`config.mk`:
```
export PLATFORM = sky130hd
export DESIGN_NAME = mem_arbiter
export DESIGN_NICKNAME = d
export VERILOG_FILES = /design/src/rtl/mem_arbiter.sv
export SDC_FILE = /design/constraint.sdc
export NUM_CORES = 1
export LEC_CHECK = 0
export CORE_UTILIZATION = 45
export DETAILED_ROUTE_END_ITERATION = 10
export HOLD_SLACK_MARGIN = 0.1
export PLACE_DENSITY = 0.87
export SKIP_LAST_GASP = 1
export SYNTH_ARGS = -nofsm -noshare
export SYNTH_HDL_FRONTEND = slang
export SYNTH_SLANG_ARGS = --single-unit
```
`constraint.sdc`:
```
create_clock -name clk -period 6.4 [get_ports clk]
set_clock_uncertainty 0.1 [all_clocks]
set_input_delay 0.64 -clock clk [delete_from_list [all_inputs] [get_ports clk]]
set_output_delay 0.64 -clock clk [all_outputs]
set_load 0.01 [all_outputs]
```
`src/rtl/mem_arbiter.sv`:
```
// Two-port arbiter and access sequencer for the CPU's single-port memory.
// Port 0 is the CPU fetch/load/store path, port 1 the loader/debug path.
module mem_arbiter #(
    parameter int ADDR_W    = 13,
    parameter int DATA_W    = 8,
    parameter int WAIT_CYC  = 1,
    parameter int PRIO_MODE = 0
) (
    input  logic              clk,
    input  logic              rst,
    input  logic              req0,
    input  logic              we0,
    input  logic [ADDR_W-1:0] addr0,
    input  logic [DATA_W-1:0] wdata0,
    input  logic              req1,
    input  logic              we1,
    input  logic [ADDR_W-1:0] addr1,
    input  logic [DATA_W-1:0] wdata1,
    output logic              ack0,
    output logic              ack1,
    output logic              gnt0,
    output logic              gnt1,
    output logic [DATA_W-1:0] rdata,
    output logic              busy,
    output logic              mem_en,
    output logic              mem_we,
    output logic [ADDR_W-1:0] mem_addr,
    output logic [DATA_W-1:0] mem_wdata,
    input  logic [DATA_W-1:0] mem_rdata
);

    typedef enum logic [1:0] {
        IDLE,
        ACCESS,
        DONE
    } state_t;

    state_t      state;
    logic        last_gnt;
    logic [3:0]  cnt;
    logic        we_q;
    logic        sel_valid;
    logic        sel_port;

    // On a tie, round-robin favours the port that was not served last.
    always_comb begin
        sel_valid = req0 | req1;
        sel_port  = 1'b0;
        if (req0 && req1)
            sel_port = (PRIO_MODE != 0) ? 1'b0 : ~last_gnt;
        else if (req1)
            sel_port = 1'b1;
    end

    always_ff @(posedge clk or negedge rst) begin
        if (!rst) begin
            state     <= IDLE;
            last_gnt  <= 1'b1;
            cnt       <= '0;
            we_q      <= 1'b0;
            ack0      <= 1'b0;
            ack1      <= 1'b0;
            gnt0      <= 1'b0;
            gnt1      <= 1'b0;
            rdata     <= '0;
            busy      <= 1'b0;
            mem_en    <= 1'b0;
            mem_we    <= 1'b0;
            mem_addr  <= '0;
            mem_wdata <= '0;
        end else begin
            case (state)
                IDLE: begin
                    if (sel_valid) begin
                        state     <= ACCESS;
                        busy      <= 1'b1;
                        mem_en    <= 1'b1;
                        mem_addr  <= sel_port ? addr1 : addr0;
                        mem_wdata <= sel_port ? wdata1 : wdata0;
                        we_q      <= sel_port ? we1 : we0;
                        mem_we    <= sel_port ? we1 : we0;
                        gnt0      <= ~sel_port;
                        gnt1      <= sel_port;
                        last_gnt  <= sel_port;
                        cnt       <= 4'(WAIT_CYC);
                    end
                end
                ACCESS: begin
                    // Write strobe is confined to the first access cycle.
                    mem_we <= 1'b0;
                    if (cnt == '0) begin
                        if (!we_q)
                            rdata <= mem_rdata;
                        state  <= DONE;
                        mem_en <= 1'b0;
                        ack0   <= gnt0;
                        ack1   <= gnt1;
                    end else begin
                        cnt <= cnt - 4'd1;
                    end
                end
                DONE: begin
                    state <= IDLE;
                    ack0  <= 1'b0;
                    ack1  <= 1'b0;
                    gnt0  <= 1'b0;
                    gnt1  <= 1'b0;
                    busy  <= 1'b0;
                end
                default: begin
                    state  <= IDLE;
                    ack0   <= 1'b0;
                    ack1   <= 1'b0;
                    gnt0   <= 1'b0;
                    gnt1   <= 1'b0;
                    busy   <= 1'b0;
                    mem_en <= 1'b0;
                    mem_we <= 1'b0;
                end
            endcase
        end
    end

endmodule

```
==> summary.md <==
- **share of the clock period used by the worst path** 37.1%
- **starting utilization of the core area** 47.0%
- **placeable core region** 4350 sq um
- **number of gates given a new drive strength after cts** 0
- **peak fanout along the critical path** 8
- **Post-synth EDFFs** 0
- **post-synthesis instance total** 182
- **RR Startpoint** cnt[0]
- **area enclosed by the die boundary** 4820 sq um
- **cell area after synthesis** 2050 sq um
- **Filler cells** 317
- **number of antenna diodes** 0
- **clock latency on the worst-skew pair** 0.29 ns
- **initial antenna violation count** 0
- **most frequent cells after synthesis** 49 x o21ai_0, 43 x dfrtp_1, 26 x mux2i_1
- **Syn Nets** 240
- **Vias per Instance** 5.38
- **DRC viols** 0
- **data required time of the worst path** 6.47 ns
- **Critical Path Start** cnt[0]
- **overall routed net length** 4990 microns
- **Port Buf Inserts** 91
- **Synth area leader** dfrtp_1
- **count of unique library cells instantiated by Yosys** 31
- **critical-path cell list** inv_1, ha_1, or3b_1, or3_1, mux2_4
- **First DRT Iteration DRCs** 143
- **CTS tree** done
- **Synth async-reset ratio** 100%
- **via count of the first global-routing pass** 1729
- **placed instance area** 2970 sq um
- **Total GRT Usage** 21.7%
- **number of buffers on the longest clock path** 2
- **Worst path max stage delay** 0.57 ns
- **kind of end point of the critical path** flip-flop
- **maximum number of pins on one net before global-route repair** 45
- **sequential-to-total area share from yosys stat** 53.9%
- **worst setup path class** reg2reg
- **WL/cell** 15.5 microns
- **count of pins over their slew limit** 0
- **total power divided by cell area** 421 nW/um^2
- **global-route wire length before repair** 8180 microns
- **Cell Rows** 24
- **buffer count from post-CTS setup fixing** 0
- **GRT overflow** 0
- **Reg clk slew, reported paths** 0.08 ns
- **die boundary height** 69.4 microns
- **Synth Register Bits** 44
- **final instance area** 3060 sq um
- **total clock buffers created by CTS** 5
- **synth top area cells** dfrtp_1 53%, mux2i_1 13%, o21ai_0 12%
- **DPL Wire Length** 3560 microns
- **count of yosys warnings during synthesis** 0
- **top-level port count** 92
- **Leakage** 1.37 nW
- **Routed Antenna Nets** 0
- **relative area change from synthesis to final layout** 49.5%
- **count of maximum capacitance violations** 0
- **share of layout cells above drive strength 1** 7.81%
- **path category of the worst min-delay check** in2async
- **status** finished, final reports clean
- **worst reg2reg path depth** 5
- **Relative slew margins** 35.9%
- **number of sinks driven by the clock tree** 44
- **Fin. Hold Viols** 0
- **flip-flop cell with the highest count after synthesis** dfrtp_1
- **setup repair after global routing missed its margin** false
- **Chip Width** 69.4 microns
- **Period minus WS final** 2.37 ns
- **transition time of the tightest slew-check pin** 0.962 ns
- **via total after detailed routing** 1727
- **maximum ir drop on the vdd rail** 185 uV
- **mean post-synth cell area** 11.2 sq um
- **final net count** 326
- **hold buffers post-CTS** 0
- **final-layout setup total negative slack** 0 ns
- **Final GP Congestion** 0.767
- **Root Driver** clkbuf_8
- **critical path data arrival time** 2.45 ns
- **share of Yosys cell area claimed by the top area cell type** 52.6%
- **# H-tree levels** 2
- **highest clock rate** 0.421 GHz
- **Crit-path slowest cell** or3_1
- **Critical Path Start Type** flip-flop
- **count leader, synth** o21ai_0
- **number of detailed-routing iterations run before antenna repair** 4
- **final number of setup-violating endpoints** 0
[worst max-delay path, delay by kind of cell, from the launching register on]
family        cells  cell delay [ns]
buf+inv           1             0.12
simple gates      2             1.03
flops             1             0.43
mux               1             0.38
fa+ha+maj         1             0.19
[registers in the layout, summed over array words and instances, names as in the netlist, 2 cells and up]
signal,count
mem_wdata,8
mem_addr,13
state,2
cnt,4
rdata,8
[power breakdown]
part | switching, mW | internal, mW
Combinational | 0.259 | 0.353
Clock | 0.0880 | 0.0881
Sequential | 0.0898 | 0.410
Total | 0.437 | 0.851
[per-stage QoR]
stage | cells | power [mW] | hold slack [ns] | worst slack [ns] | utilization [%]
floorplan | 182 | 0.804 | 0.244 | 4.30 | -
CTS | 321 | 1.30 | 0.414 | 4.01 | 70.2
global placement | 313 | 1.09 | 0.387 | 3.94 | 68.2
detailed placement | 313 | 1.12 | 0.392 | 3.87 | 68.2
global route | 321 | 1.37 | 0.430 | 3.94 | 70.2
finish | 321 | 1.29 | 0.400 | 4.03 | 70.2
[path summary, 6_finish.rpt]
check / to / slack [ns]
max: rdata[0] / 4.03
min: mem_addr[2] / 0.40
max reg2reg: rdata[0] / 4.03
min reg2reg: mem_addr[3] / 0.41
max in group asynchronous: mem_wdata[1] / 5.21
min in group clk: mem_addr[3] / 0.41
[layout by cell type (no fill, tap or decap), types with 2 or more instances in the layout]
master           count
clkdlybuf4s50_1     90
clkbuf_8             6
nand2b_1             2
dfrtp_1             43
a21oi_1              3
mux2i_1             26
o21ai_1              2
nand3_1              2
nor2_1               8
clkbuf_1             2
mux2_4               8
nor3_1               4
buf_4                2
inv_1                4
o21ai_0             48
ha_1                 2
[metal layers]
metal | track usage [%] | routed length (microns) | share of wire (%) | vias to the layer above
li1 | - | - | - | 819
met1 | 26.6 | 1990 | 40 | 811
met2 | 35.2 | 2510 | 50 | 85
met3 | 6.98 | 368 | 7.4 | 12
met4 | 9.07 | 117 | 2.3 | 0
met5 | 0 | 0 | 0 | -
[area by class of cell]
cell class              count  area [sq um]  share of cell area [%]
well taps                  52          65.1                    2.13
multi-input cells         120           865                    28.3
inverters                   4          15.0                   0.491
clock buffers               8          90.1                    2.95
repair buffers             93           921                    30.1
flip-flops and latches     44          1100                    36.0
[cells by family (layout without fill, tap and decap cells)]
logic type | after synthesis | after routing | synth area share [%]
adders and majority gates | 2 | 2 | 1.22
and+or+nand+nor | 23 | 23 | 6.12
DFF | 44 | 44 | 53.9
AOI/OAI and AO/OA | 61 | 61 | 16.3
muxes | 34 | 34 | 18.6
buffers and inverters | 18 | 105 | 3.85
(Power assumes the default switching activity.)
